==> src/rtl/rv_multicycle_sequencer.sv <==
// Multicycle instruction sequencer for the RV32I core: fetch handshake with timeout,
// programmable per-phase settle time, run/halt control. Optional STEP_MODE_EN adds single-step.
module rv_multicycle_sequencer #(
  parameter int unsigned      XLEN        = 32,
  parameter logic [XLEN-1:0]  RESET_PC    = '0,
  parameter int unsigned      WAIT_CYCLES = 0,
  parameter int unsigned      MEM_TIMEOUT = 255
) (
  input  logic            clk,
  input  logic            rst,
  input  logic            run,
  output logic            mem_req,
  output logic [XLEN-1:0] mem_addr,
  input  logic            mem_ack,
  input  logic [31:0]     mem_rdata,
  output logic [31:0]     instr,
  input  logic            illegal,
  input  logic [1:0]      next_pc_sel,
  input  logic [XLEN-1:0] target,
  output logic            alu_en,
  output logic            reg_wren,
  output logic [XLEN-1:0] pc,
  output logic [2:0]      state,
  output logic            halted,
  output logic [1:0]      err_code,
  output logic [31:0]     retired
`ifdef STEP_MODE_EN
  ,
  input  logic            step
`endif
);

  localparam logic [2:0] S_IDLE   = 3'd0;
  localparam logic [2:0] S_FETCH  = 3'd1;
  localparam logic [2:0] S_WAIT   = 3'd2;
  localparam logic [2:0] S_DECODE = 3'd3;
  localparam logic [2:0] S_EXEC   = 3'd4;
  localparam logic [2:0] S_WB     = 3'd5;
  localparam logic [2:0] S_HALT   = 3'd7;

  localparam int unsigned CNT_W = 16;
  localparam logic [CNT_W-1:0] SETTLE_LAST = CNT_W'(WAIT_CYCLES);
  localparam logic [CNT_W-1:0] TMO_LAST    = CNT_W'(MEM_TIMEOUT - 1);

  logic [CNT_W-1:0] cnt, cnt_d;
  logic [2:0]       state_d;
  logic             mem_req_d, alu_en_d, reg_wren_d, halted_d;
  logic [XLEN-1:0]  pc_d, pc_new;
  logic [31:0]      instr_d, retired_d;
  logic [1:0]       err_d;
  logic             settle_done, take_tgt, start;

  assign mem_addr = pc;

`ifdef STEP_MODE_EN
  assign start = run | step;
`else
  assign start = run;
`endif

  // Next-state and registered-output computation
  always_comb begin
    state_d     = state;
    mem_req_d   = 1'b0;
    alu_en_d    = 1'b0;
    reg_wren_d  = 1'b0;
    halted_d    = 1'b0;
    pc_d        = pc;
    instr_d     = instr;
    err_d       = err_code;
    retired_d   = retired;
    cnt_d       = '0;
    settle_done = (cnt == SETTLE_LAST);
    take_tgt    = (next_pc_sel == 2'b01) || (next_pc_sel == 2'b10);
    pc_new      = take_tgt ? target : pc + XLEN'(4);

    case (state)
      S_IDLE:   if (start) state_d = S_FETCH;
      S_FETCH:  state_d = S_WAIT;
      S_WAIT: begin
        if (mem_ack) begin
          instr_d = mem_rdata;
          state_d = S_DECODE;
        end else if (cnt == TMO_LAST) begin
          state_d = S_HALT;
          err_d   = 2'b10;
        end
      end
      S_DECODE: begin
        if (settle_done) begin
          if (illegal) begin
            state_d = S_HALT;
            err_d   = 2'b01;
          end else begin
            state_d = S_EXEC;
          end
        end
      end
      S_EXEC:   if (settle_done) state_d = S_WB;
      S_WB: begin
        if (settle_done) begin
          // Misaligned redirect faults before any architectural update
          if (take_tgt && (target[1:0] != 2'b00)) begin
            state_d = S_HALT;
            err_d   = 2'b11;
          end else begin
            reg_wren_d = 1'b1;
            pc_d       = pc_new;
            retired_d  = retired + 32'd1;
            state_d    = run ? S_FETCH : S_IDLE;
          end
        end
      end
      S_HALT:   state_d = S_HALT;
      default:  state_d = S_IDLE;
    endcase

    // Shared settle/timeout counter restarts on every state change
    if ((state_d == state) && (state != S_IDLE) && (state != S_HALT))
      cnt_d = cnt + CNT_W'(1);

    mem_req_d = (state_d == S_FETCH);
    alu_en_d  = (state_d == S_EXEC) && (cnt_d == SETTLE_LAST);
    halted_d  = (state_d == S_HALT);
  end

  always_ff @(posedge clk or negedge rst) begin
    if (!rst) begin
      state    <= S_IDLE;
      cnt      <= '0;
      pc       <= RESET_PC;
      instr    <= '0;
      mem_req  <= 1'b0;
      alu_en   <= 1'b0;
      reg_wren <= 1'b0;
      halted   <= 1'b0;
      err_code <= 2'b00;
      retired  <= '0;
    end else begin
      state    <= state_d;
      cnt      <= cnt_d;
      pc       <= pc_d;
      instr    <= instr_d;
      mem_req  <= mem_req_d;
      alu_en   <= alu_en_d;
      reg_wren <= reg_wren_d;
      halted   <= halted_d;
      err_code <= err_d;
      retired  <= retired_d;
    end
  end

endmodule

==> config.mk <==
export PLATFORM = sky130hd
export DESIGN_NAME = rv_multicycle_sequencer
export DESIGN_NICKNAME = d
export VERILOG_FILES = /design/src/rtl/rv_multicycle_sequencer.sv
export SDC_FILE = /design/constraint.sdc
export NUM_CORES = 1
export LEC_CHECK = 0
export CORE_MARGIN = 2
export CORE_UTILIZATION = 51
export CTS_BUF_LIST = sky130_fd_sc_hd__clkbuf_4 sky130_fd_sc_hd__clkbuf_8
export DETAILED_ROUTE_END_ITERATION = 8
export PLACE_DENSITY = 0.88
export SYNTH_ARGS = -nofsm -noshare
export SYNTH_HDL_FRONTEND = slang
export SYNTH_SLANG_ARGS = --single-unit
==> constraint.sdc <==
create_clock -name clk -period 4.8 [get_ports clk]
set_clock_uncertainty 0.05 [all_clocks]
set_input_delay 0.96 -clock clk [delete_from_list [all_inputs] [get_ports clk]]
set_output_delay 0.96 -clock clk [all_outputs]
set_load 0.02 [all_outputs]
; Word level (Yosys, flattened, before mapping)
; Cells that the tools add are included.
[word_totals]
regBits = 121
output_inout_bits = 137
inputBits = 71
[classes]
n_addsub = 3
reduce_logical = 14
bitwise = 1
n_mux = 22
eq_ne = 20
[op_table]
columns = op, n
row1 = "adder 32 x 1 -> 32 bit, second input constant", 1
row2 = "adder 32 x 3 -> 32 bit, second input constant", 1
row3 = zero test 16 bit, 2
row4 = 2-to-1 mux 32 bit, 1
row5 = 2-to-1 mux 3 bit, 7
row6 = case mux 3 bit (7 select lines), 1
row7 = "adder 16 x 1 -> 16 bit, second input constant", 1
row8 = "equality test 16 x 8 -> 1 bit, second input constant", 1
row9 = 2-to-1 mux 16 bit, 1
row10 = "equality test 3 bit, second input constant", 5
row11 = 2-to-1 mux 2 bit, 7
row12 = "!= test 2 bit, second input constant", 6
row13 = AND reduction 7 bit, 1
row14 = "equality test 3 x 1 -> 1 bit, second input constant", 2
row15 = "equality test 3 x 2 -> 1 bit, second input constant", 2
row16 = case mux 2 bit (3 select lines), 1
row17 = nonzero test 3 bit, 2
row18 = logical AND 1 bit, 4
row19 = 2-to-1 mux 1 bit, 4
row20 = equality test 3 bit, 1
row21 = zero test 3 bit, 1
row22 = "!= test 3 bit, second input constant", 1
row23 = AND reduction 3 bit, 1
row24 = "equality test 2 x 1 -> 1 bit, second input constant", 1
row25 = other kinds (5), 5

; Depth between registers and ports, before layout
; Gate-level depths: netlist of the first run.
[logic_depth]
word_depth = 12
ltp_mapped = 9
ltp_nobuf = 8

; Worst setup path before layout of the first run
; OpenSTA, ideal clock, no wires.
[synth_path]
kind = register -> register
from = register cnt[13]
to = register retired[27]
synth_period_minus_slack_ps = 2757
n_path_buf = 2
setup_ps = 129
required_time_ps = 4621
t_arrival_ps = 2578
path_stages_with_launch = 9
setup_slack_ps = 2043
path_cell_list = dfrtp_1 or3_1 or4_1 buf_2 or3_1 buf_6 nor4_4 nand4_1 xnor2_1
[synth_between]
elab_chain_len = 2
[synth_lines]
columns = element, line
row1 = from (decl), 45  ; logic [CNT_W-1:0] cnt, cnt_d;
row2 = from (signal assigned), 141  ; cnt <= cnt_d;
row3 = zero test 16 bit, 73  ; settle_done = (cnt == SETTLE_LAST);
row4 = AND reduction 3 bit (no source line), --
row5 = to (signal assigned), 149  ; retired <= retired_d;
row6 = to (decl), 26  ; output logic [31:0] retired
; Every way passes these cells.
; A chain may end at the register's enable or synchronous reset.

; Worst setup path in the final report of the first run
[layout_path]
from = register cnt[13]
to = register retired[16]
; Same word-level chain as after synthesis.

==> results of run 1 <==
[cells by family (layout without fill, tap and decap cells)]
group | count (synthesis) | in the layout
fa+ha+maj | 5 | 5
flops | 121 | 121
simple gates | 214 | 214
compound gates | 122 | 122
xor+xnor | 46 | 46
buf+inv | 69 | 254
mux | 35 | 35
[stage by stage]
step / hold WS [ps] / setup WS, ps
2_1_floorplan: 437 / 2040
3_3_place_gp: 410 / 1190
3_5_place_dp: 426 / 1070
4_1_cts: 438 / 1300
5_1_grt: 449 / 1090
6_report: 431 / 1290
[path summary, 6_finish.rpt]
path | end
worst min-delay path | retired[31]$_DFFE_PN0P_
worst max register to register | retired[16]$_DFFE_PN0P_
worst min register to register | retired[31]$_DFFE_PN0P_
min in group asynchronous | reg_wren$_DFF_PN0_
worst max-delay path | retired[16]$_DFFE_PN0P_
max in group asynchronous | retired[16]$_DFFE_PN0P_
[power by group through the flow]
stage,clock network (mW),logic [mW],registers [mW]
floorplan,0,0.940,1.97
global placement,0,2.14,1.65
detailed placement,0,2.20,1.69
CTS,0.989,2.21,1.67
global route,1.04,2.33,1.73
finish,0.972,2.20,1.68
[per-layer routing]
metal  up-vias  global-route usage [%]  share of wire, %
met1      2675                    30.5                38
met2       256                    44.9                53
met5         -                       0                 0
met3        45                    6.00               6.1
li1       2499                       -                 -
met4         0                    11.2               2.9
[critical path, delay by kind of cell (launching register included)]
kind | cells | cell delay, ps
xor gates and xnor gates | 1 | 180
and+or+nand+nor | 5 | 1950
DFF | 1 | 440
buffers and inverters | 2 | 800
[sequential cells by signal, summed over array words and instances (netlist names)]
name      count
instr        32
mem_addr     32
retired      32
cnt          16
state         3
err_code      2
alu_en        1
halted        1
mem_req       1
reg_wren      1
[cell type report]
class | instances | share of cell area, %
inverters | 8 | 0.353
repair buffers | 215 | 25.0
flip-flops and latches | 121 | 35.6
multi-input cells | 422 | 31.9
well taps | 147 | 2.16
clock inverters | 10 | 1.68
clock buffers | 21 | 3.32
[synthesized netlist by cell type, drive strengths merged (5+ instances only)]
master   count  area [um2]
dfrtp      121        3030
nand2       62         233
and2         5        31.3
nor2        40         150
clkbuf      21        78.8
a21oi       43         215
mux2        33         372
and4         8        70.1
o21ai       28         140
nand3       34         170
xor2        15         131
nor3         8        40.0
a2bb2oi      6        52.6
buf         40         283
inv          8        30.0
ha           5        62.6
and3        13        81.3
nand4       18         113
or3          7        43.8
xnor2       31         272
o22ai       15        93.8
==> impl_metrics.env, run 1 <==
export IMPL_critPathKind="reg -> reg"
export IMPL_synth_edf_count=0
export IMPL_drive_gt1_share_pct=10.3
export IMPL_seqCellArea_um2=3030
export IMPL_synth_top_family_by_area="simple AND/OR/NAND/NOR gates"
export IMPL_synth_compound_area_share_pct=12.0
export IMPL_synth_adder_area_share_pct=1.02
export IMPL_place_hpwl_mm=11.7
export IMPL_overflow=0
export IMPL_numPortBuffers=207
export IMPL_fin_crit_ps=3510
export IMPL_ys_flop_type="dfrtp_1"
export IMPL_nets=861
export IMPL_reg2regPathDepth=8
export IMPL_fp_dieH_um=114
export IMPL_postCtsSetupBuffers=0
export IMPL_finalSetupTns_ps=0
export IMPL_worstReg2RegStart="cnt[13]$_DFF_PN0_"
export IMPL_cp_arrival_ps=3810
export IMPL_vias=5475
export IMPL_finalMaxSlewViolations=0
export IMPL_power_leakage_nw=3.50
export IMPL_firstDrtPassIters=5
export IMPL_dieArea_um2=12900
export IMPL_ys_warnings_count=0
export IMPL_drt_initial_drc_count=474
export IMPL_fp_dieW_um=114
export IMPL_postCtsHoldBufs=0
export IMPL_final_common_cell="clkdlybuf4s50_1"
export IMPL_multi_input_area_um2=2710
export IMPL_syn_area_um2=6120
export IMPL_worstSkewPairLatency_ps=440
export IMPL_p_int_mw=2.97
export IMPL_syn_instance_count=612
export IMPL_placed_cell_area_um2=8080
export IMPL_p_comb_share_pct=45.4
export IMPL_clkPwrFrac_pct=20.1
export IMPL_antenna_left=0
export IMPL_p_total_mw=4.85
export IMPL_stdcell_count=944
export IMPL_drv_cap=0
export IMPL_wire_per_inst_um=17.3
export IMPL_grt_max_degree=65
export IMPL_critPathMostFrequentCell="or3_1"
export IMPL_cts_root_buf="clkbuf_8"
export IMPL_cts_htree_levels=4
export IMPL_core_um2=11900
export IMPL_seqPwrFrac_pct=34.6
export IMPL_muxShareOfSynthArea_pct=6.40
export IMPL_async_flop_share_pct=100
export IMPL_cp_end_kind="flip-flop"
export IMPL_hold_depth=1
export IMPL_synth_xor_xnor_area_share_pct=6.58
export IMPL_period_share_pct=73.1
export IMPL_status="finished clean"
export IMPL_required_ps=5100
export IMPL_cp_cell_sequence="or3_1, or4_1, or3_1, buf_4, inv_2, nand3_1, nor2_1, xor2_1"
export IMPL_ys_types=58
export IMPL_start_util_pct=51.6
export IMPL_crit_path_max_fanout=48
export IMPL_ys_seq_elements=121
export IMPL_io_pins=208
export IMPL_synthSimpleGateAreaFrac_pct=18.1
export IMPL_syn2layout_area_growth_pct=39.0
export IMPL_fin_area_um2=8510
export IMPL_cp_startpoint="cnt[13]$_DFF_PN0_"
export IMPL_max_freq_mhz=285
export IMPL_crit_path_start_kind="flip-flop"
export IMPL_p_sw_mw=1.87
export IMPL_switching_share_pct=38.6
export IMPL_via_per_inst=5.80
export IMPL_drcViolationCount=0
export IMPL_nFillCells=877
export IMPL_finish_utilization_pct=71.7
export IMPL_min_delay_start="retired[31]$_DFFE_PN0P_"
export IMPL_num_rows=40
export IMPL_routed_wl_mm=16.4
export IMPL_cts_sinks=121
export IMPL_setup_viol=0
export IMPL_ir_drop_mv=0.359
export IMPL_syn_avg_cell_area_um2=10.0
export IMPL_cp_slowest_cell="or4_1"
export IMPL_r2r_slack_ps=1290
export IMPL_clk_pin_slew_ps=70
export IMPL_p_per_area_nw_per_um2=570
export IMPL_grt_pass1_vias=5340
export IMPL_gp_congestion=0.872
export IMPL_cts_made_buffers=17
export IMPL_seq_area_frac_synth_pct=49.5
export IMPL_cts_max_path_buffers=2
export IMPL_antenna_found_initial=0
export IMPL_cts_resized=0
export IMPL_track_usage_pct=25.7
export IMPL_final_cell_mix="clkdlybuf4s50_1, dfrtp_1, nand2_1"
export IMPL_synth_fp_nets=688
export IMPL_rsz0062_at_grt="no"
export IMPL_hold_viol=0
export IMPL_cts_tree="yes"
export IMPL_max_stage_delay_ps=630
export IMPL_hp_class="reg -> reg"
export IMPL_tightestPinTransition_ps=768
export IMPL_antenna_cells=0
export IMPL_numPlacedInstances=913
export IMPL_slew_headroom_pct=48.8
export IMPL_grt_first_pass_wirelength_mm=26.4
Power figures use the tool's default switching activity.
==> run 2, diff against run 1 <==
Settings changed: CORE_UTILIZATION 51 to 47, PLACE_DENSITY 0.88 to 0.82.
Clock period 4.8 ns to 3.4 ns, I/O delays scaled along.
==> impl_metrics.env, run 2 (same netlist as run 1, synthesis figures left out) <==
export IMPL_nets=862
export IMPL_fp_dieH_um=118
export IMPL_reg2regPathDepth=6
export IMPL_use_met2_pct=37.6
export IMPL_vias=5313
export IMPL_grt_max_degree=122
export IMPL_crit_path_max_fanout=9
export IMPL_crit_path_start_kind="flip-flop"
export IMPL_worstSkewPairLatency_ps=430
export IMPL_cp_startpoint="cnt[12]$_DFF_PN0_"
export IMPL_fin_hold_ws_ps=234
export IMPL_status="finished clean"
export IMPL_fin_crit_ps=3140
export IMPL_ir_drop_mv=0.667
export IMPL_slew_headroom_pct=54.1
export IMPL_start_util_pct=48.3
export IMPL_critPathKind="reg -> reg"
export IMPL_via_per_inst=5.48
export IMPL_drv_cap=0
export IMPL_hp_class="in -> async"
export IMPL_rsz0062_at_grt="no"
export IMPL_track_usage_pct=22.6
export IMPL_final_common_cell="clkdlybuf4s50_1"
export IMPL_tightestPinTransition_ps=688
export IMPL_antenna_left=0
export IMPL_r2r_end="retired[23]$_DFFE_PN0P_"
export IMPL_globalRouteMet3Util_pct=5.12
export IMPL_p_per_area_nw_per_um2=797
export IMPL_final_cell_mix="clkdlybuf4s50_1, dfrtp_1, nand2_1"
export IMPL_drcViolationCount=0
export IMPL_wire_per_inst_um=16.1
export IMPL_grt_pass1_vias=5231
export IMPL_antenna_cells=0
export IMPL_grt_busiest_layer="met2"
export IMPL_cts_made_buffers=17
export IMPL_drt_initial_drc_count=533
export IMPL_setup_viol=0
export IMPL_max_stage_delay_ps=660
export IMPL_cp_end_kind="flip-flop"
export IMPL_place_hpwl_mm=11.3
export IMPL_cts_sinks=121
export IMPL_clk_pin_slew_ps=70
export IMPL_cts_root_buf="clkbuf_8"
export IMPL_finalSetupTns_ps=0
export IMPL_finalMaxSlewViolations=0
export IMPL_gp_congestion=0.908
export IMPL_power_leakage_nw=3.51
export IMPL_cp_slowest_cell="or3_1"
export IMPL_overflow=0
export IMPL_antenna_found_initial=0
export IMPL_cts_tree="yes"
export IMPL_cts_max_path_buffers=2
export IMPL_syn2layout_area_growth_pct=40.0
export IMPL_critPathMostFrequentCell="or3_1"
export IMPL_cp_arrival_ps=3410
export IMPL_worstReg2RegStart="cnt[12]$_DFF_PN0_"
export IMPL_endpoint="retired[23]$_DFFE_PN0P_"
export IMPL_r2r_slack_ps=260
export IMPL_cp_cell_sequence="or3_1, or4_1, or3_1, nor4_4, nand3_1, xnor2_1"
export IMPL_numPortBuffers=207
export IMPL_hold_viol=0
export IMPL_drive_gt1_share_pct=10.4
export IMPL_postCtsSetupBuffers=0
export IMPL_required_ps=3660
export IMPL_grt_first_pass_wirelength_mm=25.8
export IMPL_period_share_pct=92.5
export IMPL_io_pins=208
export IMPL_fp_dieW_um=118
export IMPL_num_rows=41
export IMPL_firstDrtPassIters=5
export IMPL_routed_wl_mm=15.6
export IMPL_cts_htree_levels=4
export IMPL_gr_usage_met1_pct=28.2
export IMPL_dieArea_um2=14000
export IMPL_max_freq_mhz=318
export IMPL_core_um2=12700
run 2: cell types whose count changed in the layout (fill, tap and decap cells not counted):
| cell | delta |
|---|---|
| clkbuf_8 | -3 |
| buf_12 | +2 |
| clkinv_2 | +2 |
| buf_4 | -1 |
| bufinv_16 | +1 |
| clkbuf_4 | +1 |
| clkinvlp_4 | +1 |
| inv_2 | -1 |
| inv_6 | -1 |
run 2: per-stage QoR:
| stage | instance area (um2) | total power [mW] | instances | util (%) | worst slack [ps] |
|---|---|---|---|---|---|
| finish | 8570 | 6.83 | 970 | 67.7 | 256 |
| global route | 8570 | 7.18 | 970 | 67.7 | 76.4 |
| CTS | 8570 | 6.88 | 970 | 67.6 | 186 |
| detailed placement | 8150 | 5.48 | 939 | 64.3 | 176 |
| global placement | 8150 | 5.39 | 939 | 64.3 | 225 |
| floorplan | 6120 | 4.10 | 612 | - | 643 |
run 2: where the power goes:
part,total (mW),internal [mW],switching (mW)
clock,1.39,0.808,0.583
combinational,3.09,1.54,1.55
sequential,2.35,1.87,0.477
run 2: area by class of cell:
cell class / instances / area (um2)
fill: 984 / 4100
clock buffer: 19 / 249
inverter: 8 / 31.3
tap: 172 / 215
multi-input combinational: 422 / 2710
clock inverter: 12 / 176
timing repair buffer: 216 / 2160
sequential: 121 / 3030
run 2: how the worst min path moves through the flow:
stage	to	slack, ps	depth (start not counted)
after floorplan	alu_en$_DFF_PN0_	330	0
after global placement	retired[31]$_DFFE_PN0P_	410	1
after detailed placement	retired[31]$_DFFE_PN0P_	430	1
after CTS	halted$_DFF_PN0_	310	2
after global routing	state[1]$_DFF_PN0_	330	2
final	state[1]$_DFF_PN0_	230	2
run 2: what timing repair did:
item                       in CTS  in global routing
gates resized for setup         0                  1
hold buffers                    0                  0
setup endpoints to repair       0                  3
run 2: critical path: cells and delay by family (launching register included):
family,cells,cell delay (ps)
DFF,1,410
xor gates and xnor gates,1,150
and+or+nand+nor,5,2410
run 2: routing by layer:
layer,routed length [um],vias to the layer above
met4,466,0
met3,926,36
met5,0,-
met2,7790,211
li1,-,2503
met1,6470,2563
